**config.mk**
```make
export PLATFORM = sky130hd
export DESIGN_NAME = add_seq
export DESIGN_NICKNAME = d
export VERILOG_FILES = /design/src/rtl/add_seq.sv
export SDC_FILE = /design/constraint.sdc
export NUM_CORES = 1
export LEC_CHECK = 0
export ABC_AREA = 1
export CAP_MARGIN = 30
export CORE_ASPECT_RATIO = 0.9
export CORE_UTILIZATION = 54
export DETAILED_ROUTE_END_ITERATION = 7
export MAX_ROUTING_LAYER = met4
export PLACE_DENSITY = 0.84
export SLEW_MARGIN = 20
export SYNTH_ARGS = -nofsm -noshare
export SYNTH_HDL_FRONTEND = slang
export SYNTH_SLANG_ARGS = --single-unit
export TNS_END_PERCENT = 10
```
**constraint.sdc**
```tcl
create_clock -name clk -period 6.2 [get_ports clk]
set_clock_uncertainty 0.15 [all_clocks]
set_input_delay 0.62 -clock clk [delete_from_list [all_inputs] [get_ports clk]]
set_output_delay 0.62 -clock clk [all_outputs]
set_load 0.005 [all_outputs]
```
**src/rtl/add_seq.sv**
```systemverilog
// Multi-cycle adder/subtractor: M = N*K bit operands summed one N-bit chunk per cycle.
// Optional signed-overflow output enabled by defining ADD_SEQ_OVF_EN.
module add_seq #(
  parameter int unsigned N = 8,
  parameter int unsigned K = 4
) (
  input  logic             clk,
  input  logic             reset,
  input  logic             in_valid,
  output logic             in_ready,
  input  logic [N*K-1:0]   a,
  input  logic [N*K-1:0]   b,
  input  logic             cin,
  input  logic             op_sub,
  output logic             out_valid,
  input  logic             out_ready,
  output logic [N*K-1:0]   sum,
  output logic             cout
`ifdef ADD_SEQ_OVF_EN
  ,
  output logic             ovf
`endif
);

  localparam int unsigned M     = N * K;
  localparam int unsigned IDX_W = (K > 1) ? $clog2(K) : 1;

  typedef enum logic [1:0] {IDLE, RUN, DONE} state_t;

  state_t             state_q, state_d;
  logic [M-1:0]       opa_q, opa_d;
  logic [M-1:0]       opb_q, opb_d;
  logic [M-1:0]       res_q, res_d;
  logic [M-1:0]       sum_q, sum_d;
  logic [IDX_W-1:0]   idx_q, idx_d;
  logic               carry_q, carry_d;
  logic               cout_q, cout_d;
  logic               in_ready_q, in_ready_d;
  logic               out_valid_q, out_valid_d;
`ifdef ADD_SEQ_OVF_EN
  logic               ovf_q, ovf_d;
`endif

  logic [N-1:0]       chunk_a;
  logic [N-1:0]       chunk_b;
  logic [N-1:0]       chunk_s;
  logic [N:0]         chunk_c;
  logic               last_chunk;

  // N-bit ripple-carry adder on the currently indexed chunk
  always_comb begin
    chunk_a    = opa_q[int'(idx_q)*N +: N];
    chunk_b    = opb_q[int'(idx_q)*N +: N];
    chunk_c    = '0;
    chunk_s    = '0;
    chunk_c[0] = carry_q;
    for (int i = 0; i < int'(N); i++) begin
      chunk_s[i]   = chunk_a[i] ^ chunk_b[i] ^ chunk_c[i];
      chunk_c[i+1] = (chunk_a[i] & chunk_b[i]) | (chunk_c[i] & (chunk_a[i] ^ chunk_b[i]));
    end
  end

  assign last_chunk = (idx_q == IDX_W'(K - 1));

  // Next-state and datapath update; partial sums live in res_q so sum stays stable until DONE
  always_comb begin
    state_d  = state_q;
    opa_d    = opa_q;
    opb_d    = opb_q;
    res_d    = res_q;
    sum_d    = sum_q;
    idx_d    = idx_q;
    carry_d  = carry_q;
    cout_d   = cout_q;
`ifdef ADD_SEQ_OVF_EN
    ovf_d    = ovf_q;
`endif

    case (state_q)
      IDLE: begin
        if (in_valid && in_ready_q) begin
          opa_d   = a;
          opb_d   = op_sub ? ~b : b;
          carry_d = op_sub ? 1'b1 : cin;
          idx_d   = '0;
          state_d = RUN;
        end
      end
      RUN: begin
        res_d[int'(idx_q)*N +: N] = chunk_s;
        carry_d = chunk_c[N];
        if (last_chunk) begin
          sum_d   = res_d;
          cout_d  = chunk_c[N];
`ifdef ADD_SEQ_OVF_EN
          ovf_d   = chunk_c[N-1] ^ chunk_c[N];
`endif
          idx_d   = '0;
          state_d = DONE;
        end else begin
          idx_d = idx_q + IDX_W'(1);
        end
      end
      DONE: begin
        if (out_ready) begin
          state_d = IDLE;
        end
      end
      default: begin
        state_d = IDLE;
      end
    endcase

    in_ready_d  = (state_d == IDLE);
    out_valid_d = (state_d == DONE);
  end

  always_ff @(posedge clk or posedge reset) begin
    if (reset) begin
      state_q     <= IDLE;
      opa_q       <= '0;
      opb_q       <= '0;
      res_q       <= '0;
      sum_q       <= '0;
      idx_q       <= '0;
      carry_q     <= 1'b0;
      cout_q      <= 1'b0;
      in_ready_q  <= 1'b0;
      out_valid_q <= 1'b0;
`ifdef ADD_SEQ_OVF_EN
      ovf_q       <= 1'b0;
`endif
    end else begin
      state_q     <= state_d;
      opa_q       <= opa_d;
      opb_q       <= opb_d;
      res_q       <= res_d;
      sum_q       <= sum_d;
      idx_q       <= idx_d;
      carry_q     <= carry_d;
      cout_q      <= cout_d;
      in_ready_q  <= in_ready_d;
      out_valid_q <= out_valid_d;
`ifdef ADD_SEQ_OVF_EN
      ovf_q       <= ovf_d;
`endif
    end
  end

  assign in_ready  = in_ready_q;
  assign out_valid = out_valid_q;
  assign sum       = sum_q;
  assign cout      = cout_q;
`ifdef ADD_SEQ_OVF_EN
  assign ovf       = ovf_q;
`endif

endmodule

```
# Word-level counts from Yosys, hierarchy flattened
# Index checks and enable logic that the tools add are counted.
# W data, S select, Z words.
[word_totals]
ff_bits = 136
inputBits = 70
output_inout_bits = 35
elab_cells = 81
[classes]
addsub = 2
eq_ne = 5
shifts = 4
mux = 12
n_bitwise = 41
n_reduce_logical = 7
[op_table]
columns = ["op", "count"]
rows = [
  ["$shiftx A32 B6 Y8", 2],
  ["$neg A5 Y34", 1],
  ["$shift A8 B34 Y32 const A", 1],
  ["$shiftx A8 B34 Y32", 1],
  ["$bwmux W32", 1],
  ["$mux W32", 1],
  ["$not A32 Y32", 1],
  ["$and A1 B1 Y1", 16],
  ["$xor A1 B1 Y1", 16],
  ["$mux W2", 5],
  ["$or A1 B1 Y1", 8],
  ["$eq A2 B2 Y1 const B", 3],
  ["$pmux W2 S3", 1],
  ["$reduce_and A2 Y1", 3],
  ["$logic_not A2 Y1", 2],
  ["$pmux W2 S2", 1],
  ["$add A2 B1 Y2 const B", 1],
  ["$eq A2 B1 Y1 const B", 1],
  ["$mux W1", 2],
  ["$ne A2 B2 Y1 const B", 1],
  ["$pmux W1 S2", 1],
  ["$reduce_bool A2 Y1", 1],
  ["$logic_and A1 B1 Y1", 1],
]

# Logic depth before layout (Yosys ltp)
# Gate-level depths: netlist of run 1.
[logic_depth]
depth_word = 19
mapped_depth = 21

# Worst setup path before layout of run 1
# No wires, ideal clock.
[synth_path]
path_kind = "reg-to-reg"
from = "register idx_q[0]"
to = "register sum_q[15], in the netlist sum[15]"
arrival_ns = 4.305
t_required_ns = 5.933
path_slack_ns = 1.629
stages_incl_launch_ff = 22
period_less_slack_ns = 4.571
cell_sequence = "dfrtp_1 inv_1 buf_2 buf_2 nand2_1 nand3_1 nand2_1 fa_1 fa_1 fa_1 fa_1 fa_1 inv_1 fa_1 inv_1 fa_1 inv_1 fa_1 nand3_1 o21ai_0 nand2_1 nand2_1"
[synth_via]
elab_chain_cells = 19
word_cells_on_any_way = 45
classes_between = "add/sub: 1; eq/ne: 1; shift: 4; mux: 1; bitwise: 37; reduce/logical: 1"
[synth_lines]
columns = ["item", "line_no", "rtl"]
rows = [
  ["start: declaration", "35", "logic [IDX_W-1:0] idx_q, idx_d;"],
  ["start signal: assignment", "139", "idx_q <= idx_d;"],
  ["$shiftx A32 B6 Y8 (on tied branches)", "52, 53", ""],
  ["$xor A1 B1 Y1", "58, 59", ""],
  ["$and A1 B1 Y1", "59", "chunk_c[i+1] = (chunk_a[i] & chunk_b[i]) | (chunk_c[i] & (chunk_a[i] ^ chunk_b[i]));"],
  ["$or A1 B1 Y1", "59", ""],
  ["$and A1 B1 Y1", "59", ""],
  ["$or A1 B1 Y1", "59", ""],
  ["$and A1 B1 Y1", "59", ""],
  ["$or A1 B1 Y1", "59", ""],
  ["(+3 left out)", "--", ""],
  ["$or A1 B1 Y1", "59", ""],
  ["$and A1 B1 Y1", "59", ""],
  ["$or A1 B1 Y1", "59", ""],
  ["$and A1 B1 Y1", "59", ""],
  ["$or A1 B1 Y1", "59", ""],
  ["$xor A1 B1 Y1", "58", "chunk_s[i] = chunk_a[i] ^ chunk_b[i] ^ chunk_c[i];"],
  ["$shiftx A8 B34 Y32", "90", "res_d[int'(idx_q)*N +: N] = chunk_s;"],
  ["$bwmux W32", "90", ""],
  ["end signal: assignment", "138", "sum_q <= sum_d;"],
  ["end: declaration", "34", "logic [M-1:0] sum_q, sum_d;"],
]
# Parallel ways exist; a longest one is shown, timed or not.
# A chain may end at the register's enable or synchronous reset.

# Final worst setup path of run 1
[layout_path]
from = "register idx_q[1]"
to = "register res_q[15]"
[layout_via]
elab_chain_cells = 19
word_cells_on_any_way = 43
classes_between = "add/sub: 1; shift: 4; mux: 1; bitwise: 37"
[layout_lines]
columns = ["item", "line_no", "rtl"]
rows = [
  ["$shiftx A32 B6 Y8 (on tied branches)", "52, 53", ""],
  ["$xor A1 B1 Y1", "58, 59", ""],
  ["$and A1 B1 Y1", "59", ""],
  ["$or A1 B1 Y1", "59", ""],
  ["$and A1 B1 Y1", "59", ""],
  ["$or A1 B1 Y1", "59", ""],
  ["$and A1 B1 Y1", "59", ""],
  ["$or A1 B1 Y1", "59", ""],
  ["(+3 left out)", "--", ""],
  ["$or A1 B1 Y1", "59", ""],
  ["$and A1 B1 Y1", "59", ""],
  ["$or A1 B1 Y1", "59", ""],
  ["$and A1 B1 Y1", "59", ""],
  ["$or A1 B1 Y1", "59", ""],
  ["$xor A1 B1 Y1", "58", ""],
  ["$shiftx A8 B34 Y32", "90", ""],
  ["$bwmux W32 (*)", "90", ""],
  ["end signal: assignment", "137", "res_q <= res_d;"],
  ["end: declaration", "33", "logic [M-1:0] res_q, res_d;"],
]
# Mark *: on every way between the ends. The rest lies on a longest branch, timed or not.

==> out/qor.yml, run 1 <==
status: "finished, violations left"
violations: "design-rule violations"
core_area_um2: 12000
cp.arrival_ns: 5.16
drc: 1
critPathMaxStageDelay_ns: 0.69
whs_path_depth: 2
syn_area_per_cell_um2: 7.97
crit_path_cell_trace: "inv_1 > nand3_1 > nand2_1 > fa_1 > fa_1 > fa_1 > fa_1 > fa_1 > inv_1 > fa_1 > inv_1 > fa_1 > inv_1 > fa_1 > nand3_1 > o21ai_0 > nand2_1 > nand2_1"
tightest_slew_ns: 0.857
die_w_um: 119
rsz0062_at_grt: "no"
async_flop_share_pct: 100
path_max_fanout: 18
switchingPower_uw: 1840
ctsRootBufferMaster: "clkbuf_16"
intPower_uw: 2680
yosysSeqAreaShare_pct: 51.2
yosys_most_used_dff: "dfrtp_1"
pin_count: 105
routedWlPerCell_um: 13.9
synth_edf_count: 0
cellPowerDensity_nw_per_um2: 543
area_growth_pct: 24.9
drt_first_pass_iters: 7
netlist_area_um2: 6650
drtIter0Drc: 454
fillCellCount: 953
fmaxAchievable_mhz: 200
synth_nets: 919
first_global_vias: 5431
timing.final.ws_setup_ns: 1.20
post-route-period-util_pct: 80.7
cp_data_required_time_ns: 6.35
synth-seq-cells: 136
ir_drop_v: 0.000360
vias_per_cell: 5.11
clkLatencyLatePin_ns: 0.42
postCtsHoldBufs: 0
criticalPathCategory: "reg2reg"
routed_wl_um: 15200
cts_buffers: 17
clockPowerShare_pct: 22.9
reg2reg_depth: 18
hold_viol_final: 0
hpwl_um: 10200
grt_pass1_wl_um: 26000
vias: 5591
crit_slowest_cell: "dfrtp_1"
place_ws_ns: 1.23
yosysWarnings: 0
io_buffers: 104
p_leak_uw: 0.00422
n_antenna_cell: 0
dieHeight_um: 107
cts_tree: "yes"
hp-class: "reg2reg"
end_kind: "register"
rows: 38
ant_nets: 0
swShare_pct: 40.8
cts_buffer_depth: 2
synth_cell_type_count: 22
timing.slew.headroom_pct: 42.7
cts.sinks: 136
cts_setup_buffers: 0
clk_pin_slew_ns: 0.06
cp.depth: 18
cts_resized: 0
drv_cap: 0
grt_max_degree: 99
finalCriticalPeriod_ns: 5.00
p_seq_share_pct: 33.4
maxSlewViolCount: 0
total_power_uw: 4520
cp.buffers_inverters: 4
gp_congestion: 0.851
cpMostUsedCell: "fa_1"
htree_levels: 4
dieArea_um2: 12800
gr-total-overflow: 0
crit_path_start_kind: "register"
setup_tns_ns: 0
cp_top_family: "adder cells"
p_comb_share_pct: 43.7
layout-drive-gt1-share_pct: 5.25
grt_usage_pct: 26.9
nNetsFinal: 1005
antenna_found_initial: 0
synth_cells: 835
finalSetupViolations: 0
initial_core_util_pct: 55.3
-- power by group through the flow --
stage / Sequential [uW] / Clock (uW) / Combinational (uW)
5_1_grt: 1540 / 1080 / 2230
3_3_place_gp: 1500 / 0 / 1900
4_1_cts: 1510 / 1040 / 1960
3_5_place_dp: 1510 / 0 / 1940
6_report: 1510 / 1040 / 1970
2_1_floorplan: 1440 / 0 / 1380
-- worst paths after layout --
| path | slack (ns) | endpoint | startpoint |
|---|---|---|---|
| max | 1.20 | res_q[15]$_DFFE_PP0P_ | idx_q[1]$_DFFE_PP0P_ |
| min | 0.32 | sum[17]$_DFFE_PP0P_ | sum[17]$_DFFE_PP0P_ |
| max reg2reg | 1.20 | res_q[15]$_DFFE_PP0P_ | idx_q[1]$_DFFE_PP0P_ |
| min reg2reg | 0.32 | sum[17]$_DFFE_PP0P_ | sum[17]$_DFFE_PP0P_ |
| max in group asynchronous | 4.25 | opb_q[5]$_DFFE_PP0P_ | reset |
| min in group asynchronous | 0.55 | sum[25]$_DFFE_PP0P_ | reset |
-- cells by family after synthesis --
family                   synth area share (%)
adder cells (fa/ha/maj)                  3.54
AND/OR/NAND/NOR                          31.3
AO/OA/AOI/OAI                            4.42
flip-flops                               51.2
buffers and inverters                    5.42
XOR/XNOR                                 4.21
-- tightest hold or removal path: stages, from the launching register on --
cell and delay (ns):
dfrtp_1 0.34, nand2_1 0.05, nand2_1 0.05
-- metrics by stage --
stage | std cells | area (um2) | hold WS, ns | util, %
2_1_floorplan | 835 | 6650 | 0.294 | -
3_3_place_gp | 1061 | 7670 | 0.311 | 63.8
3_5_place_dp | 1061 | 7670 | 0.312 | 63.8
4_1_cts | 1093 | 8280 | 0.327 | 68.9
5_1_grt | 1094 | 8310 | 0.347 | 69.1
6_report | 1094 | 8310 | 0.324 | 69.1
-- metal layers --
metal	up-vias	part of all wire [%]	global-route usage, %
met4	0	1.5	7.96
met2	197	50	43.6
li1	2762	-	-
met3	25	5.0	5.88
met1	2607	44	34.1
met5	-	0	-
-- cell usage after synthesis (4+ instances only) --
| cell | number | area [um2] |
|---|---|---|
| buf_4 | 11 | 82.6 |
| ha_1 | 6 | 75.1 |
| clkbuf_1 | 5 | 18.8 |
| xnor2_1 | 32 | 280 |
| inv_1 | 23 | 86.3 |
| buf_2 | 24 | 120 |
| nor2_4 | 4 | 45.0 |
| nand2_1 | 443 | 1660 |
| fa_1 | 8 | 160 |
| dfrtp_1 | 136 | 3400 |
| o21ai_0 | 52 | 260 |
| nand3_1 | 57 | 285 |
| nor2_1 | 15 | 56.3 |
| inv_2 | 4 | 15.0 |
-- state kept, by name (all words and copies together) (netlist names) --
register	flops
out_valid	1
idx_q	2
res_q	32
sum	32
opa_q	32
state_q	2
carry_q	1
opb_q	32
in_ready	1
cout	1
-- cell usage in the layout, fill, tap and decap left out, types with 4 or more instances in the layout --
cell,netlist,layout
nand2_1,443,443
dfrtp_1,136,136
clkdlybuf4s50_1,0,103
nand3_1,57,57
o21ai_0,52,52
xnor2_1,32,32
inv_1,23,22
clkbuf_16,0,17
nor2_1,15,15
fa_1,8,8
ha_1,6,6
buf_4,11,5
inv_2,4,4
nor2_4,4,4
clkbuf_8,0,4
clkinv_2,0,4
-- area by class of cell --
| type | count | area [um2] | share of cell area (%) |
|---|---|---|---|
| sequential | 136 | 3400 | 41.0 |
| multi-input combinational | 628 | 2890 | 34.8 |
| timing repair buffer | 110 | 1100 | 13.2 |
| inverter | 28 | 108 | 1.29 |
| clock inverter | 8 | 118 | 1.42 |
| clock buffer | 24 | 492 | 5.92 |
| tap | 160 | 200 | 2.41 |
No activity file was read; power rests on OpenSTA's default activity.
==> inputs of run 2 (changes only) <==
CORE_UTILIZATION = 49   (was 54)
PLACE_DENSITY = 0.81   (was 0.84)
clock period = 4.3 ns   (was 6.2 ns; I/O delays follow)
==> out/qor.yml, run 2 (synthesis results as in run 1) <==
status: "finished, violations left"
violations: "design-rule violations"
cp_data_required_time_ns: 4.46  # -1.89 ns
end_kind: "register"
vias: 5686  # +1.7%
cp-startpoint: "idx_q[0]$_DFFE_PP0P_"
gr-total-overflow: 0  # unchanged
clkLatencyLatePin_ns: 0.42  # about the same
ctsRootBufferMaster: "clkbuf_16"
dieArea_um2: 14000  # +10%
path_max_fanout: 4  # -14
tightest_slew_ns: 0.858  # +0.000739 ns
hold_start: "sum[10]$_DFFE_PP0P_"
crit_path_start_kind: "register"
io_buffers: 104  # unchanged
timing.slew.headroom_pct: 42.8  # +0.086 points
routedWlPerCell_um: 13.9  # about the same
dieHeight_um: 113  # +4.9%
postCtsHoldBufs: 0  # unchanged
p_leak_uw: 0.00427  # +1.1%
ant_nets: 0  # unchanged
drv_cap: 0  # unchanged
criticalPathCategory: "reg2reg"
fillCellCount: 1077  # +13%
rsz0062_at_grt: "yes"
htree_levels: 4  # unchanged
drc: 8  # +7
post-route-period-util_pct: 99.8  # +19 points
layout-drive-gt1-share_pct: 8.56  # +3.3 points
antenna_found_initial: 0  # unchanged
cp.arrival_ns: 4.45  # -0.71 ns
cts_buffers: 17  # unchanged
finalSetupViolations: 0  # unchanged
hold_slack_ns: 0.325  # +0.000848 ns
cts_tree: "yes"
final_common_cell: "nand2_1"
clk_pin_slew_ns: 0.06  # about the same
initial_core_util_pct: 50.0  # -5.3 points
fmaxAchievable_mhz: 233  # +17%
final_cell_mix: "440 x nand2_1, 134 x dfrtp_1, 103 x clkdlybuf4s50_1"
grt_pass1_wl_um: 26700  # +2.9%
routed_wl_um: 15500  # +1.8%
first_global_vias: 5571  # +2.6%
layout.cells.non_filler: 1114  # +1.8%
die_w_um: 125  # +4.9%
vias_per_cell: 5.10  # -0.13%
area_growth_pct: 26.6
hp-class: "reg2reg"
core_area_um2: 13300  # +11%
nNetsFinal: 1017  # +1.2%
drt_first_pass_iters: 8  # +1
dp.cells: 1077  # +1.5%
grt_usage_pct: 25.0  # -1.9 points
gp_congestion: 0.910  # +7.0%
drtIter0Drc: 587  # +29%
ir_drop_v: 0.000602  # +67%
cts_buffer_depth: 2  # unchanged
grt_max_degree: 98  # -1.0%
pin_count: 105  # unchanged
worstReg2RegStart: "idx_q[0]$_DFFE_PP0P_"
finalCriticalPeriod_ns: 4.29  # -0.713 ns
maxSlewViolCount: 0  # unchanged
rows: 40  # +5.3%
hpwl_um: 10400  # +1.8%
cts.sinks: 136  # unchanged
hold_viol_final: 0  # unchanged
cellPowerDensity_nw_per_um2: 789  # +45%
n_antenna_cell: 0  # unchanged
[run 2: cell types whose count changed in the layout (fill, tap and decap cells not counted), moves of 4 or more]
cell | previous run | this run
inv_1 | 22 | 18
buf_4 | 5 | 16
nand3_1 | 57 | 52
fa_1 | 8 | 2
fa_2 | 0 | 6
nand3_2 | 0 | 5
[run 2: worst paths after layout]
| path | endpoint | slack (ns) | cells past startpoint |
|---|---|---|---|
| setup / recovery | res_q[31]$_DFFE_PP0P_ | 0.01 | 19 |
| hold / removal | sum[10]$_DFFE_PP0P_ | 0.33 | 2 |
| setup reg to reg | res_q[31]$_DFFE_PP0P_ | 0.01 | 19 |
| hold reg to reg | sum[10]$_DFFE_PP0P_ | 0.33 | 2 |
| max in group asynchronous | idx_q[0]$_DFFE_PP0P_ | 2.76 | 3 |
| min in group asynchronous | sum[26]$_DFFE_PP0P_ | 0.38 | 2 |
[run 2: worst max-delay path, stage by stage (launching register included)]
cell	delay, ns
dfrtp_2	0.41
buf_6	0.12
nand2_1	0.06
nand3_2	0.08
nand2_2	0.06
fa_2	0.36
fa_2	0.38
fa_2	0.37
fa_2	0.38
fa_2	0.38
inv_2	0.06
fa_1	0.16
inv_2	0.04
fa_2	0.32
inv_2	0.06
fa_1	0.46
nand3_2	0.11
o21ai_1	0.08
nand2_1	0.06
nand2_1	0.06
[run 2: final cells by class]
type | instances | area (um2) | area share (%)
clock buffer | 23 | 468 | 5.56
clock inverter | 9 | 98.8 | 1.17
inverter | 28 | 110 | 1.31
multi-input combinational | 628 | 2940 | 34.9
sequential | 136 | 3410 | 40.4
tap | 168 | 210 | 2.50
timing repair buffer | 122 | 1190 | 14.1
[run 2: per-stage QoR]
| step | total power [uW] | area (um2) | setup TNS (ns) | setup slack (ns) | util [%] |
|---|---|---|---|---|---|
| 6_report | 6640 | 8420 | 0 | 0.00998 | 63.3 |
| 3_3_place_gp | 4990 | 7770 | 0 | 0.0137 | 58.3 |
| 2_1_floorplan | 4120 | 6700 | -0.0140 | -0.00413 | - |
| 4_1_cts | 6520 | 8340 | 0 | 0.00348 | 62.7 |
| 3_5_place_dp | 5080 | 7770 | -0.479 | -0.0908 | 58.3 |
| 5_1_grt | 7180 | 8420 | -1.03 | -0.157 | 63.3 |
[run 2: where the power goes]
part           switching, uW  internal (uW)  leakage, uW
logic                   1890           1200      0.00220
clock network            529            878     0.000284
registers                326           1820      0.00178
total                   2740           3900      0.00427
[run 2: layer usage]
layer  GRT usage (%)  wire length, um  vias to the layer above
met2            39.5             7490                      188
met3            5.82              894                       24
met5               -                0                        -
met4            8.54              231                        0
li1                -                -                     2793
met1            32.0             6870                     2681
[run 2: repair_timing]
item                       4_1_cts  5_1_grt
pin swaps                        1       11
setup endpoints to repair        8       13
resized for setup                2       19
buffers inserted                 1        5
==> inputs of run 3 (changes only) <==
CORE_UTILIZATION = 58   (was 49)
PLACE_DENSITY = 0.89   (was 0.81)
clock period = 5.41 ns   (was 4.3 ns; I/O delays follow)
==> out/qor.yml, run 3 (synthesis results as in run 1) <==
clkLatencyLatePin_ns: 0.42  # about the same
end_kind: "register"
status: "finished, final reports clean"
cp.buffers_inverters: 4  # unchanged
reg2reg_depth: 19  # unchanged
cts_buffer_depth: 2  # unchanged
timing.slew.headroom_pct: 41.8  # -0.95 points
cp_data_required_time_ns: 5.56  # +1.10 ns
rr_endpoint: "sum[23]$_DFFE_PP0P_"
grt_pass1_wl_um: 26500  # -0.72%
postCtsHoldBufs: 0  # unchanged
fillCellCount: 781  # -27%
drt_first_pass_iters: 5  # -3
p_leak_uw: 0.00423  # -0.84%
core_area_um2: 11000  # -17%
nNetsFinal: 1009  # -0.79%
initial_core_util_pct: 60.5  # +11 points
cts_buffers: 17  # unchanged
total_power_uw: 5230  # -21%
die_w_um: 115  # -8.0%
grt_use_met1_pct: 37.6  # +5.6 points
final_common_cell: "nand2_1"
setup_tns_ns: 0  # unchanged
post-route-period-util_pct: 89.6  # -10 points
cp.depth: 19  # unchanged
ant_nets: 0  # unchanged
crit_path_start_kind: "register"
criticalPathCategory: "reg2reg"
critPathMaxStageDelay_ns: 0.47  # about the same
final_cell_mix: "443 x nand2_1, 136 x dfrtp_1, 103 x clkdlybuf4s50_1"
maxSlewViolCount: 0  # unchanged
area_growth_pct: 24.8
cts_setup_buffers: 0  # -1
ir_drop_v: 0.000332  # -45%
layout-drive-gt1-share_pct: 5.44  # -3.1 points
rows: 36  # -10%
vias_per_cell: 5.36  # +5.0%
drtIter0Drc: 580  # -1.2%
crit_slowest_cell: "fa_1"
cp_top_family: "adder cells"
ctsRootBufferMaster: "clkbuf_16"
cellPowerDensity_nw_per_um2: 630  # -20%
cp.arrival_ns: 5.00  # +0.55 ns
rsz0062_at_grt: "no"
crit_path_cell_trace: "buf_4 > nand2_1 > nand3_1 > nand2_1 > fa_1 > fa_1 > fa_1 > fa_1 > fa_1 > inv_1 > fa_1 > inv_1 > fa_1 > inv_1 > fa_1 > nand3_1 > o21ai_0 > nand2_1 > nand2_1"
worstReg2RegStart: "idx_q[0]$_DFFE_PP0P_"
grt_util_met3_pct: 6.90  # +1.1 points
hold_viol_final: 0  # unchanged
hp-class: "reg2reg"
finalSetupViolations: 0  # unchanged
drc: 0  # -8
hpwl_um: 10700  # +3.1%
cts_tree: "yes"
r2r_setup_slack_ns: 0.56  # +0.55 ns
grt_max_degree: 98  # unchanged
top_usage_layer: "met2"
routed_wl_um: 15900  # +2.4%
tightest_slew_ns: 0.870  # +0.0123 ns
cts_resized: 0  # -2
crit_end: "sum[23]$_DFFE_PP0P_"
finalCriticalPeriod_ns: 4.85  # +0.556 ns
finish.utilization_pct: 75.6  # +12 points
vias: 5834  # +2.6%
dieArea_um2: 11900  # -15%
fmaxAchievable_mhz: 206  # -11%
cp-startpoint: "idx_q[0]$_DFFE_PP0P_"
path_max_fanout: 34  # +30
grt_usage_pct: 29.7  # +4.6 points
gp_congestion: 0.899  # -1.2%
hold_slack_ns: 0.324  # -0.00117 ns
antenna_found_initial: 0  # unchanged
gr-total-overflow: 0  # unchanged
clk_pin_slew_ns: 0.06  # about the same
cts.sinks: 136  # unchanged
drv_cap: 0  # unchanged
n_antenna_cell: 0  # unchanged
htree_levels: 4  # unchanged
routedWlPerCell_um: 14.6  # +4.8%
dieHeight_um: 104  # -7.9%
pin_count: 105  # unchanged
use_met2_pct: 47.1  # +7.6 points
first_global_vias: 5571  # unchanged
io_buffers: 104  # unchanged
cpMostUsedCell: "fa_1"
-- run 3: cell types whose count changed in the layout (fill, tap and decap cells not counted), sizes merged --
cell and change:
buf -8, bufinv +2, clkbuf -1, clkinv -2
-- run 3: worst min-delay path by stage --
stage | depth (start not counted) | to | startpoint | slack [ns]
after CTS | 2 | cout$_DFFE_PP0P_ | cout$_DFFE_PP0P_ | 0.32
final | 2 | cout$_DFFE_PP0P_ | cout$_DFFE_PP0P_ | 0.32
after floorplan | 2 | opa_q[31]$_DFFE_PP0P_ | opa_q[31]$_DFFE_PP0P_ | 0.29
after detailed placement | 2 | cout$_DFFE_PP0P_ | cout$_DFFE_PP0P_ | 0.31
after global placement | 2 | sum[20]$_DFFE_PP0P_ | sum[20]$_DFFE_PP0P_ | 0.31
after global routing | 2 | cout$_DFFE_PP0P_ | cout$_DFFE_PP0P_ | 0.34
-- run 3: through the flow --
stage | setup WS (ns) | std cells | cell area (um2)
2_1_floorplan | 0.839 | 835 | 6650
3_3_place_gp | 0.838 | 1058 | 7700
3_5_place_dp | 0.657 | 1058 | 7700
4_1_cts | 0.609 | 1089 | 8300
5_1_grt | 0.363 | 1089 | 8300
6_report | 0.564 | 1089 | 8300
-- run 3: worst register-to-register path: stages, from the launching register on --
cell and delay [ns]:
dfrtp_1 0.36, buf_4 0.37, nand2_1 0.10, nand3_1 0.10, nand2_1 0.08, fa_1 0.39
fa_1 0.40, fa_1 0.39, fa_1 0.39, fa_1 0.36, inv_1 0.07, fa_1 0.17
inv_1 0.05, fa_1 0.36, inv_1 0.08, fa_1 0.47, nand3_1 0.13, o21ai_0 0.13
nand2_1 0.11, nand2_1 0.06
-- run 3: power by group --
group | internal, uW | leakage [uW] | total, uW | switching [uW]
sequential | 1450 | 0.00178 | 1720 | 271
clock | 778 | 0.000298 | 1200 | 418
combinational | 866 | 0.00215 | 2320 | 1450
total | 3090 | 0.00423 | 5230 | 2140
-- run 3: layer usage --
layer | routed length (um) | share of wire (%)
met4 | 342 | 2.2
met3 | 925 | 5.8
met5 | 0 | 0
met1 | 6610 | 42
met2 | 7980 | 50
-- run 3: cell type report --
cell class / instances / area [um2] / area share, %
Sequential cell: 136 / 3400 / 41.0
Timing Repair Buffer: 114 / 1110 / 13.4
Clock buffer: 22 / 454 / 5.47
Multi-Input combinational cell: 628 / 2890 / 34.8
Tap cell: 152 / 190 / 2.29
Clock inverter: 9 / 149 / 1.79
Inverter: 28 / 108 / 1.30
